### src/rtl/wb_writeback_unit.sv
// Registered write-back stage: selects ALU/load/PC+4/CSR data, extends loads,
// flags misaligned loads and drives the register-file write port and retire counter.
module wb_writeback_unit #(
    parameter int unsigned WORD_SIZE      = 32,
    parameter int unsigned REG_ADDR_WIDTH = 5,
    parameter int unsigned RETIRE_WIDTH   = 32,
    localparam int unsigned OFF_W         = $clog2(WORD_SIZE / 8)
) (
    input  logic                      clk,
    input  logic                      rst_n,
    input  logic                      in_valid,
    output logic                      in_ready,
    input  logic                      wb_stall,
    input  logic                      wb_flush,
    input  logic [WORD_SIZE-1:0]      alu_data,
    input  logic [WORD_SIZE-1:0]      mem_data,
    input  logic [WORD_SIZE-1:0]      pc_plus4,
    input  logic [WORD_SIZE-1:0]      csr_data,
    input  logic [1:0]                wb_sel,
    input  logic [2:0]                load_funct3,
    input  logic [OFF_W-1:0]          byte_offset,
    input  logic [REG_ADDR_WIDTH-1:0] rd_addr,
    input  logic                      reg_write,
    output logic                      rf_we,
    output logic [REG_ADDR_WIDTH-1:0] rf_waddr,
    output logic [WORD_SIZE-1:0]      rf_wdata,
    output logic                      load_misalign,
    output logic [RETIRE_WIDTH-1:0]   retire_count
);

    logic                      r_valid;
    logic                      r_rf_we;
    logic [REG_ADDR_WIDTH-1:0] r_waddr;
    logic [WORD_SIZE-1:0]      r_wdata;
    logic                      r_misalign;
    logic [RETIRE_WIDTH-1:0]   r_retire_count;

    logic [WORD_SIZE-1:0]      w_shifted;
    logic [WORD_SIZE-1:0]      w_load_data;
    logic [WORD_SIZE-1:0]      w_sel_data;
    logic                      w_misalign;
    logic                      w_rf_we_d;
    logic                      w_misalign_d;

    assign in_ready = ~wb_stall;

    // Byte offset selects the addressed bytes; memory word arrives naturally aligned.
    assign w_shifted = mem_data >> {byte_offset, 3'b000};

    always_comb begin
        w_load_data = w_shifted;
        unique case (load_funct3)
            3'b000:  w_load_data = WORD_SIZE'($signed(w_shifted[7:0]));
            3'b100:  w_load_data = WORD_SIZE'(w_shifted[7:0]);
            3'b001:  w_load_data = WORD_SIZE'($signed(w_shifted[15:0]));
            3'b101:  w_load_data = WORD_SIZE'(w_shifted[15:0]);
            3'b010:  w_load_data = WORD_SIZE'($signed(w_shifted[31:0]));
            3'b110:  w_load_data = WORD_SIZE'(w_shifted[31:0]);
            default: w_load_data = w_shifted;
        endcase
    end

    always_comb begin
        w_misalign = 1'b0;
        if (wb_sel == 2'b01) begin
            unique case (load_funct3[1:0])
                2'b00:   w_misalign = 1'b0;
                2'b01:   w_misalign = byte_offset[0];
                2'b10:   w_misalign = (byte_offset[1:0] != 2'b00);
                default: w_misalign = (byte_offset != '0);
            endcase
        end
    end

    always_comb begin
        w_sel_data = alu_data;
        unique case (wb_sel)
            2'b00:   w_sel_data = alu_data;
            2'b01:   w_sel_data = w_load_data;
            2'b10:   w_sel_data = pc_plus4;
            default: w_sel_data = csr_data;
        endcase
    end

    assign w_rf_we_d    = in_valid & reg_write & (rd_addr != '0) & ~w_misalign;
    assign w_misalign_d = in_valid & w_misalign;

    always_ff @(posedge clk or negedge rst_n) begin
        if (!rst_n) begin
            r_valid    <= 1'b0;
            r_rf_we    <= 1'b0;
            r_waddr    <= '0;
            r_wdata    <= '0;
            r_misalign <= 1'b0;
        end else if (wb_flush) begin
            r_valid    <= 1'b0;
            r_rf_we    <= 1'b0;
            r_misalign <= 1'b0;
        end else if (!wb_stall) begin
            r_valid    <= in_valid;
            r_rf_we    <= w_rf_we_d;
            r_waddr    <= rd_addr;
            r_wdata    <= w_sel_data;
            r_misalign <= w_misalign_d;
        end
    end

    // The instruction in WB retires when it leaves the stage, even if a flush kills its successor.
    always_ff @(posedge clk or negedge rst_n) begin
        if (!rst_n) begin
            r_retire_count <= '0;
        end else if (r_valid && !wb_stall) begin
            r_retire_count <= r_retire_count + RETIRE_WIDTH'(1);
        end
    end

    assign rf_we         = r_rf_we;
    assign rf_waddr      = r_waddr;
    assign rf_wdata      = r_wdata;
    assign load_misalign = r_misalign;
    assign retire_count  = r_retire_count;

endmodule

### config.mk
export PLATFORM = sky130hd
export DESIGN_NAME = wb_writeback_unit
export DESIGN_NICKNAME = d
export VERILOG_FILES = /design/src/rtl/wb_writeback_unit.sv
export SDC_FILE = /design/constraint.sdc
export NUM_CORES = 1
export LEC_CHECK = 0
export CAP_MARGIN = 10
export CORE_MARGIN = 5
export CORE_UTILIZATION = 45
export DETAILED_ROUTE_END_ITERATION = 10
export GPL_ROUTABILITY_DRIVEN = 0
export GPL_TIMING_DRIVEN = 0
export PLACE_DENSITY_LB_ADDON = 0.3
export SYNTH_ARGS = -nofsm -noshare
export SYNTH_HDL_FRONTEND = slang
export SYNTH_SLANG_ARGS = --single-unit
export TNS_END_PERCENT = 5
### constraint.sdc
create_clock -name clk -period 4 [get_ports clk]
set_input_delay 0.8 -clock clk [delete_from_list [all_inputs] [get_ports clk]]
set_output_delay 0.8 -clock clk [all_outputs]
set_load 0.02 [all_outputs]
* Word level (Yosys, flattened, before mapping)
Index checks and enable logic that the tools add are counted.
** Operators by class
- Shifts and indexed selects :: 1
- Add/subtract/negate cells :: 1
- Mux-type cells :: 10
- Bitwise operators :: 7
- Eq/ne operators :: 7
- Reduce and logical (&&, ||, !) cells :: 8
** Operator list (count)
- $pmux 32 s4 :: 1
- $pmux 32 s3 :: 1
- $add 32x1->32 const B :: 1
- $shr 32x5->32 :: 1
- $mux 1 :: 7
- $eq 3x3->1 const B :: 2
- $reduce_bool 5->1 :: 1
- $and 1x1->1 :: 4
- $eq 2x1->1 const B :: 2
- $logic_not 2->1 :: 2
- $eq 3x1->1 const B :: 1
- $logic_not 3->1 :: 1
- $not 1->1 :: 3
- $eq 2x2->1 const B :: 1
- $ne 2x1->1 const B :: 1
- $pmux 1 s2 :: 1
- $reduce_and 2->1 :: 1
- $reduce_bool 2->1 :: 1
- $logic_and 1x1->1 :: 1
- $logic_not 1->1 :: 1
** Storage, ports and cells
- Logic and storage cells :: 40
- Output and inout bits :: 72
- Register bits :: 72
- Bits of input ports :: 146

* Logic depth before layout (Yosys ltp)
- Depth after elaboration :: 7
- Gate-level depth with buffers :: 7
- Depth with buffers taken out :: 5

* Worst setup path after synthesis
OpenSTA, ideal clock, no wires.
- Path kind :: input-to-reg
- Start :: input byte_offset[0]
- End :: register r_wdata[23] (netlist: rf_wdata[23])
- Stages on the path :: 6
- Data arrival time :: 2146 ps
- Setup time :: 90 ps
- Slack :: 1764 ps
- Buffers on the path :: 2
- Data required time :: 3910 ps
- Path through :: buf_6 > nand2b_4 > mux4_2 > or4_4 > buf_6 > o2111ai_1
** On the way
- Longest elaborated chain between the ends :: 3
** RTL lines
- start: declaration :: RTL line 21 : input logic [OFF_W-1:0] byte_offset,
- $shr 32x5->32 :: RTL line 48 : assign w_shifted = mem_data >> {byte_offset, 3'b000};
- $pmux 32 s4 :: RTL line 52 : unique case (load_funct3)
- $pmux 32 s3 :: RTL line 77 : unique case (wb_sel)
- end signal: assignment :: RTL line 103 : r_wdata <= w_sel_data;
- end: declaration :: RTL line 34 : logic [WORD_SIZE-1:0] r_wdata;
No other way between the ends.
A chain may end at the register's enable or synchronous reset.

* Final worst setup path
- Start :: input wb_stall
- End :: output in_ready
** On the way
- Longest elaborated chain between the ends :: 1
** RTL lines
- start: declaration :: RTL line 13 : input logic wb_stall,
- $not 1->1 (no source line)
- end: declaration :: RTL line 12 : output logic in_ready,
No other way between the ends.

==> results.cfg <==
[status]
status = completed

[logic_synthesis]
synthAdderAreaFrac_pct = 0.276
syn_inst = 442
synth_seq_cells = 72
synth_cell_types = 48
synth_mux_area_share_pct = 18.3
synth_area_sq_mm = 0.00453
synth_compound_area_share_pct = 14.5
syn_avg_cell_area_sq_um = 10.3
netlist_top_cells_area = dfrtp_1 40%, mux2i_1 12%, nand2_1 5.1%
syn-num-nets = 589
synth_top_family_by_area = multiplexers
synthSimpleGateAreaFrac_pct = 16.2
synth-main-ff-cell = dfrtp_1
yosysTopAreaCell = dfrtp_1
synthArstFlopShare_pct = 100
synth_edf_count = 0
synth_top_area_share_pct = 39.8
seq_area_frac_synth_pct = 39.8
synthXorXnorAreaFrac_pct = 5.99
ys.warnings.count = 0

[final_layout]
num_antenna_cells = 0
mostFrequentLayoutCells = 212 x clkdlybuf4s50_1, 72 x dfrtp_1, 61 x nand2_1
fin_cells = 805
final_common_cell = clkdlybuf4s50_1
area_growth_pct = 55.4
final_nets = 814
drive_gt1_share_pct = 11.3

[sta]
fin_crit_sh_pct = 78.4
final_hold_viol_count = 0
drv_slew = 0
worst_pin_slew_ns = 0.870
finalSetupViolations = 0
finalCriticalPeriod_ns = 3.13
slew_headroom_pct = 41.6
skew_ns = 0.0115
clock.fmax_ghz = 0.319
whs_ns = 0.362
rsz0062_at_grt = false

[die]
initial_core_util_pct = 46.1
die-height_um = 110
core_sq_mm = 0.00982
dieArea_sq_mm = 0.0122
io_pins = 218
die_w_um = 110
row_count = 36

[routing]
drtPass1Iterations = 5
drtIter0Drc = 269
drtAntennaViolNets = 0
vias = 4548
wl_per_cell_um = 20.5
viasPerCell = 5.65
drc = 0
routed_wl_um = 16500

[power]
cellPowerDensity_mw_per_mm2 = 306
ir_drop_mv = 0.187
p_leak_nw = 2.93

[clock_tree]
clk_pin_slew_ns = 0.09
cts_setup_buffers = 0
cts_hold_buf = 0
cts_made_buffers = 9
cts_tree = built
htreeDepth = 3
cts-root-buf = clkbuf_8
cts_resized = 0
clk_latency_ns = 0.35
cts_buffer_depth = 2
clkSinkCount = 72

[global_routing]
grt_max_degree = 49
grt_use_total_pct = 27.4
grt_pass1_wl_um = 25000
first_global_vias = 4738
antenna_found_initial = 0
grt-ovfl-total = 0

[worst_setup_path]
cp.required_ns = 3.20
crit_type = in2out
crit_buf_inv = 4
cp_top_family = buffers and inverters
crit_top_cell = clkdlybuf4s50_1
cp.arrival_ns = 2.33
critPathSlowestCell = clkdlybuf4s50_1
crit_chain = clkdlybuf4s50_1 -> clkbuf_1 -> inv_1 -> clkdlybuf4s50_1
cp_slowest_stage_delay_ns = 0.56
cp_max_fo = 10
critPathLaunchType = primary input
crit_path_end_kind = output port

[worst_hold_path]
worstHoldPathType = in2async

[place]
io_buffers = 213
post-place-cells = 789
hpwl_um = 13300

[flow_run]
maxCapViolations = 0
-- synthesized netlist by cell type (all sizes together) (2+ instances only) --
cell / count
dfrtp: 72
nand2: 61
mux2i: 56
xnor2: 25
clkbuf: 16
buf: 15
nor2: 14
nand3: 13
a21oi: 12
mux2: 12
nand4: 11
nor2b: 10
nand2b: 9
o211ai: 9
o21ai: 9
a2bb2oi: 8
a31o: 8
o2111ai: 8
o221a: 8
o22ai: 8
o2bb2ai: 8
and3: 7
mux4: 6
xor2: 6
nor3: 5
nor4: 4
o221ai: 4
and2: 3
and4: 2
inv: 2
or4b: 2
-- final timing paths --
check | start | slack, ns | depth (start not counted) | to
min in group clk | retire_count[31] | 0.48 | 1 | retire_count[31]
worst min register to register | retire_count[31] | 0.48 | 1 | retire_count[31]
worst max register to register | retire_count[2] | 2.01 | 5 | retire_count[21]
max in group asynchronous | rst_n | 3.08 | 2 | retire_count[21]
worst min-delay path | rst_n | 0.36 | 1 | rf_wdata[6]
worst max-delay path | wb_stall | 0.87 | 4 | in_ready
-- power breakdown --
part	leakage (nW)	internal [W]	total (W)	switching (W)
logic	1.91	0.000400	0.000732	0.000333
clock network	0.0888	0.000237	0.000559	0.000322
registers	0.932	0.000806	0.000865	0.0000598
total	2.93	0.00144	0.00216	0.000714
-- logic make-up (layout without fill, tap and decap cells) --
logic type | Yosys count | in the layout
adder cells (fa/ha/maj) | 1 | 1
buffers and inverters | 34 | 264
XOR/XNOR | 31 | 31
multiplexers | 74 | 74
flip-flops | 72 | 72
AO/OA/AOI/OAI | 84 | 84
AND/OR/NAND/NOR | 146 | 146
-- stage by stage --
step / TNS [ns] / setup WS, ns / util, % / cell area (sq um) / total power (W)
CTS: 0 / 0.880 / 71.7 / 7040 / 0.00216
floorplan: 0 / 1.76 / - / 4530 / 0.00120
global placement: -25.38 / -0.358 / 69.5 / 6830 / 0.00159
finish: 0 / 0.865 / 71.7 / 7040 / 0.00216
detailed placement: 0 / 0.888 / 69.8 / 6850 / 0.00161
global route: 0 / 0.796 / 71.7 / 7040 / 0.00225
-- layout make-up --
type	count	area [sq um]
Clock inverter	7	61.3
Clock buffer	9	124
Multi-Input combinational cell	336	2510
Buffer	32	215
Timing Repair Buffer	214	2160
Fill cell	760	2780
Tap cell	133	166
Inverter	2	7.51
Sequential cell	72	1800
-- flip-flops by register name, summed over array words and instances, names as in the netlist --
name and cells:
r_valid 1, rf_we 1, load_misalign 1, rf_waddr 5, rf_wdata 32, retire_count 32
-- metal layers --
layer / global-route usage, % / vias to the layer above / wire length [um]
met5: 0 / - / 0
met2: 46.4 / 226 / 8110
met1: 34.0 / 2191 / 6410
met3: 6.06 / 38 / 1440
li1: - / 2093 / -
met4: 10.6 / 0 / 519
Note: power is estimated with default switching activity, not from simulation.
